===== config.mk =====
export PLATFORM = sky130hd
export DESIGN_NAME = game_status
export DESIGN_NICKNAME = d
export VERILOG_FILES = /design/src/rtl/game_status.sv
export SDC_FILE = /design/constraint.sdc
export NUM_CORES = 1
export LEC_CHECK = 0
export ABC_CLOCK_PERIOD_IN_PS = 4800
export BUFFER_PORTS_ARGS = -buffer_cell sky130_fd_sc_hd__buf_2
export CORE_ASPECT_RATIO = 1.1
export CORE_MARGIN = 2
export CORE_UTILIZATION = 63
export DETAILED_ROUTE_END_ITERATION = 10
export GPL_TIMING_DRIVEN = 0
export PLACE_DENSITY = 0.86
export SYNTH_ARGS = -nofsm -noshare
export SYNTH_HDL_FRONTEND = slang
export SYNTH_SLANG_ARGS = --single-unit

===== constraint.sdc =====
create_clock -name iClk -period 4.8 [get_ports iClk]
set_input_delay 0.96 -clock iClk [delete_from_list [all_inputs] [get_ports iClk]]
set_output_delay 0.96 -clock iClk [all_outputs]
set_load 0.1 [all_outputs]

===== src/rtl/game_status.sv =====
// -----------------------------------------------------------------------------
// game_status
// Tracks score, lives, high score and the post-hit invulnerability window for
// one game session. It raises sticky win/loss flags for the top-level game
// state machine.
//
// Parameters
//   LIVES_INIT   lives at game start (1..7)
//   WIN_SCORE    packed-BCD score that wins the game
//   GRACE_CYCLES cycles collisions are ignored after a non-fatal hit
//
// Ports
//   iClk         system clock
//   iRst_n       asynchronous active-low reset
//   iState       top-level game state (`STATE_START/INGAME/WON/OVER)
//   iFood_eaten  one-cycle pulse, +1 point
//   iCollision   level, high while touching a hazard
//   oGame_won    sticky win flag
//   oGame_over   sticky loss flag
//   oScore       current score, packed BCD
//   oHigh_score  best final score since reset, packed BCD
//   oLives       remaining lives
//   oGrace       invulnerability window active
// -----------------------------------------------------------------------------
`ifndef STATE_START
`define STATE_START  3'd0
`endif
`ifndef STATE_INGAME
`define STATE_INGAME 3'd1
`endif
`ifndef STATE_WON
`define STATE_WON    3'd2
`endif
`ifndef STATE_OVER
`define STATE_OVER   3'd3
`endif

module game_status #(
    parameter int          LIVES_INIT   = 3,
    parameter logic [7:0]  WIN_SCORE    = 8'h50,
    parameter int          GRACE_CYCLES = 1000
) (
    input  logic       iClk,
    input  logic       iRst_n,
    input  logic [2:0] iState,
    input  logic       iFood_eaten,
    input  logic       iCollision,
    output logic       oGame_won,
    output logic       oGame_over,
    output logic [7:0] oScore,
    output logic [7:0] oHigh_score,
    output logic [2:0] oLives,
    output logic       oGrace
);

    localparam int CW = $clog2(GRACE_CYCLES + 1);
    localparam logic [CW-1:0] GRACE_LAST = CW'(GRACE_CYCLES - 1);
    localparam logic [2:0]    LIVES_START = 3'(LIVES_INIT);

    typedef enum logic [1:0] {
        IDLE  = 2'd0,
        PLAY  = 2'd1,
        GRACE = 2'd2,
        DONE  = 2'd3
    } state_t;

    state_t        state_r;
    logic [CW-1:0] graceCnt_r;
    logic          collPrev_r;

    logic [7:0]    nextScore_s;
    logic [2:0]    nextLives_s;
    logic          hit_s;
    logic          fatal_s;
    logic          win_s;

    // Packed-BCD increment saturating at 99.
    function automatic logic [7:0] bcdInc(input logic [7:0] val);
        logic [7:0] res;
        if (val == 8'h99) begin
            res = 8'h99;
        end else if (val[3:0] == 4'd9) begin
            res = {val[7:4] + 4'd1, 4'd0};
        end else begin
            res = {val[7:4], val[3:0] + 4'd1};
        end
        return res;
    endfunction

    // Next score/lives and the terminal-event decode for the current cycle.
    always_comb begin
        nextScore_s = oScore;
        nextLives_s = oLives;
        hit_s       = 1'b0;
        if (iFood_eaten) begin
            nextScore_s = bcdInc(oScore);
        end else begin
            nextScore_s = oScore;
        end
        // Only a rising edge counts, and only outside the grace window.
        if ((state_r == PLAY) && iCollision && !collPrev_r) begin
            hit_s       = 1'b1;
            nextLives_s = oLives - 3'd1;
        end else begin
            hit_s       = 1'b0;
            nextLives_s = oLives;
        end
        fatal_s = hit_s && (nextLives_s == 3'd0);
        win_s   = iFood_eaten && (nextScore_s == WIN_SCORE);
    end

    // Session state machine with all outputs registered.
    always_ff @(posedge iClk or negedge iRst_n) begin
        if (!iRst_n) begin
            state_r     <= IDLE;
            graceCnt_r  <= '0;
            collPrev_r  <= 1'b0;
            oGame_won   <= 1'b0;
            oGame_over  <= 1'b0;
            oScore      <= 8'h00;
            oHigh_score <= 8'h00;
            oLives      <= LIVES_START;
            oGrace      <= 1'b0;
        end else begin
            collPrev_r <= iCollision;
            if (iState == `STATE_START) begin
                // Score and lives stay visible for the start screen.
                state_r    <= IDLE;
                oGame_won  <= 1'b0;
                oGame_over <= 1'b0;
                oGrace     <= 1'b0;
            end else begin
                case (state_r)
                    IDLE: begin
                        if (iState == `STATE_INGAME) begin
                            state_r <= PLAY;
                            oScore  <= 8'h00;
                            oLives  <= LIVES_START;
                        end else begin
                            state_r <= IDLE;
                        end
                    end
                    PLAY, GRACE: begin
                        if (iState != `STATE_INGAME) begin
                            // Aborted externally: no flags, no high score.
                            state_r <= DONE;
                            oGrace  <= 1'b0;
                        end else begin
                            oScore <= nextScore_s;
                            oLives <= nextLives_s;
                            // Loss takes priority over a simultaneous win.
                            if (fatal_s || win_s) begin
                                state_r    <= DONE;
                                oGrace     <= 1'b0;
                                oGame_over <= fatal_s;
                                oGame_won  <= !fatal_s;
                                if (nextScore_s > oHigh_score) begin
                                    oHigh_score <= nextScore_s;
                                end else begin
                                    oHigh_score <= oHigh_score;
                                end
                            end else if (hit_s) begin
                                state_r    <= GRACE;
                                oGrace     <= 1'b1;
                                graceCnt_r <= '0;
                            end else if (state_r == GRACE) begin
                                if (graceCnt_r == GRACE_LAST) begin
                                    state_r <= PLAY;
                                    oGrace  <= 1'b0;
                                end else begin
                                    graceCnt_r <= graceCnt_r + {{(CW-1){1'b0}}, 1'b1};
                                end
                            end else begin
                                state_r <= PLAY;
                            end
                        end
                    end
                    DONE: begin
                        state_r <= DONE;
                    end
                    default: begin
                        state_r <= IDLE;
                    end
                endcase
            end
        end
    end

endmodule

==> flow_summary_export.csv <==
group,metric,value,unit
sta,tightest_slew,0.763,ns
worst_hold_path,hold_class,"flip-flop to flip-flop",
critical_path,r2r-end,"oHigh_score[1]",
clocking,clkSlewWorstSetupHoldPaths,0.07,ns
outcome,status,"finished, final reports clean",
clocking,clockRootBuffer,"clkbuf_8",
sta,final.min_clock_period,3.08,ns
critical_path,worstSetupEndpoint,"oHigh_score[1]",
sta,timing.fmax,0.325,GHz
sta,finalHoldViolCount,0,
clocking,cts_buffers,5,
clocking,hold_buffers,0,
logic_synthesis,ys_async_sr_fraction,100,%
placed_design,detailedPlacementHpwl,3.91,mm
logic_synthesis,syn_nets,280,
clocking,clock_latency,0.29,ns
clocking,cts_resized,0,
floorplanning,initial_core_util,64.9,%
sta,slew_violations,0,
sta,tns,0,ns
critical_path,arrival,3.25,ns
critical_path,worst-path-max-fanout,10,
placed_design,portBuffers,27,
critical_path,cp.required,4.97,ns
critical_path,startpoint_type,"flip-flop",
logic_synthesis,synth_area_leaders,"dfrtp_1 (35%), ha_1 (9.6%), nand2_1 (4.1%)",
logic_synthesis,synth.distinct_cells,55,
floorplanning,die_y,68.1,µm
logic_synthesis,ys_warn_count,0,
route,dr.pass1.iters,4,
global_routing,antenna_found_initial,0,
logic_synthesis,synth_top_area_share,35.1,%
logic_synthesis,postSynthAreaPerCell,9.23,µm²
finish,post-route-cell-area,2630,µm²
floorplanning,fp-row-count,23,
finish,antennaDiodeCount,0,
sta,fin_crit_sh,64.1,%
clocking,cts_htree_levels,2,
critical_path,cp-end-kind,"flip-flop",
flow_run,drv_cap,0,
sta,setup_violations,0,
power,ir_drop,0.235,mV
critical_path,r2r-start,"oScore[4]",
global_routing,grt_pass1_vias,1896,
route,vias,2085,
floorplanning,die_x,62.3,µm
global_routing,grt_max_degree,36,
logic_synthesis,synth_edf_count,0,
route,ant_nets,0,
finish,post-route-util,72.6,%
logic_synthesis,synthesis.area,2350,µm²
power,p_leak,0.00125,µW
clocking,cts_tree,"built",
finish,drive_gt1_share,17.9,%
critical_path,r2r_setup_slack,1.72,ns
sta,rsz0062_at_grt,"false",
route,wl_per_cell,15.4,µm
finish,fillers,281,
global_routing,grt_pass1_wl,8.57,mm
sta,finalClockSkew,0.00708,ns
global_routing,gr-total-overflow,0,
global_routing,globalRouteTotalUtil,26.0,%
finish,nets,314,
route,drt-initial-drc-count,132,
route,wirelength,5.23,mm
logic_synthesis,synth_flop_cell,"dfrtp_1",
floorplanning,num_io_pins,29,
route,drc,0,
critical_path,r2r_cells,10,
power,powerDensity,254,nW/µm²
floorplanning,coreArea,3630,µm²
logic_synthesis,ys_ff_latch,35,
clocking,post-cts-setup-buffers,0,
clocking,clk_path_buf_depth,2,
floorplanning,die-area,4240,µm²
logic_synthesis,synth_seq_area_share,37.3,%
sta,maxSlewHeadroom,49.2,%
critical_path,critPathKind,"flip-flop to flip-flop",
placed_design,gp_congestion,0.885,
logic_synthesis,synth_largest_area_cell,"dfrtp_1",
critical_path,crit_start,"oScore[4]",
clocking,cts.sinks,35,
route,viasPerCell,6.13,
logic_synthesis,synthesis.instances,255,
finish,syn_to_final_growth,11.9,%
placed_design,placed_area,2550,µm²
synth_stat cells (6+ instances only):
cell type	instances
dfrtp_1	33
nand2_1	26
inv_1	22
o21ai_0	19
ha_1	18
nand3_1	15
nor2_1	15
a21oi_1	10
mux2i_1	7
nand4_1	6
o31ai_1	6
flip-flops by register name, summed over array words and instances, names as in the netlist:
register,count
oGrace,1
oLives,3
graceCnt_r,10
oGame_over,1
state_r,2
oGame_won,1
oHigh_score,8
collPrev_r,1
oScore,8
worst min-delay path by stage:
stage | startpoint | endpoint | slack, ns | depth (start not counted)
floorplan | graceCnt_r[7] | graceCnt_r[7] | 0.48 | 1
global placement | oGame_over | oGame_over | 0.50 | 1
detailed placement | oGame_over | oGame_over | 0.50 | 1
CTS | oGame_over | oGame_over | 0.52 | 1
global route | oGame_over | oGame_over | 0.55 | 1
finish | oGame_over | oGame_over | 0.51 | 1
power by group:
part           leakage (µW)  internal (µW)  switching [µW]  total [µW]
logic              0.000762           36.7             108         145
clock network     0.0000422            102             104         206
registers          0.000447            306            12.7         319
total               0.00125            444             225         669
cells by family (layout without fill, tap and decap cells):
| kind of cell | count (synthesis) | in the layout | synth area share [%] |
|---|---|---|---|
| AO/OA/AOI/OAI | 66 | 66 | 20.0 |
| XOR/XNOR | 4 | 4 | 1.49 |
| adder cells (fa/ha/maj) | 18 | 18 | 9.57 |
| buffers and inverters | 27 | 62 | 5.00 |
| flip-flops | 35 | 35 | 37.3 |
| multiplexers | 10 | 10 | 4.41 |
| AND/OR/NAND/NOR | 95 | 95 | 22.2 |
cell usage in the layout (no fill, tap or decap), drive strengths merged, types with 2 or more instances in the layout:
| master | n |
|---|---|
| dfrtp | 33 |
| nand3b | 4 |
| a41oi | 2 |
| dfstp | 2 |
| nor3 | 4 |
| a21oi | 11 |
| and3 | 2 |
| nand4 | 6 |
| a31oi | 2 |
| clkbuf | 8 |
| nand3 | 16 |
| o21ai | 20 |
| or4 | 2 |
| a21o | 3 |
| nand2 | 26 |
| o22ai | 4 |
| or2 | 2 |
| inv | 22 |
| a22oi | 3 |
| buf | 31 |
| or3 | 2 |
| or2b | 2 |
| a211oi | 2 |
| nor2 | 15 |
| mux2i | 7 |
| ha | 18 |
| o211ai | 3 |
| o31ai | 6 |
| o41ai | 3 |
| xor2 | 2 |
| and2 | 3 |
| mux2 | 3 |
| nand2b | 3 |
| xnor2 | 2 |
| a211o | 2 |
| nor2b | 3 |
final cells by class:
cell class	count	area, µm²	area share (%)
multi-input cells	193	1360	51.6
flip-flops and latches	35	878	33.4
repair buffers	27	135	5.13
inverters	22	82.6	3.14
clock buffers	7	76.3	2.90
well taps	50	62.6	2.38
plain buffers	5	35.0	1.33
clock inverters	1	5.00	0.190
worst max-delay path, stage by stage (launching register included):
cell and delay, ns:
dfrtp_1 0.50, ha_1 0.25, and3b_1 0.20, or2_2 0.32
o31ai_1 0.30, ha_1 0.20, nand3_1 0.10, a211o_1 0.28
a21oi_1 0.28, nand3_4 0.20, mux2_2 0.32
layer usage:
layer  share of wire [%]  vias up  track usage, %
met5                   0        -               0
li1                    -      998               -
met2                  47       78            44.4
met1                  45     1000            32.9
met4                 2.0        0            11.9
met3                 6.1        9            4.61
through the flow:
stage / hold slack, ns / setup WS, ns / total power (µW) / instances
2_1_floorplan: 0.479 / 1.36 / 431 / 255
3_3_place_gp: 0.502 / 1.48 / 463 / 332
3_5_place_dp: 0.499 / 1.42 / 467 / 332
4_1_cts: 0.516 / 1.71 / 671 / 340
5_1_grt: 0.548 / 1.54 / 699 / 340
6_report: 0.513 / 1.72 / 669 / 340
No activity file was read; power rests on OpenSTA's default activity.
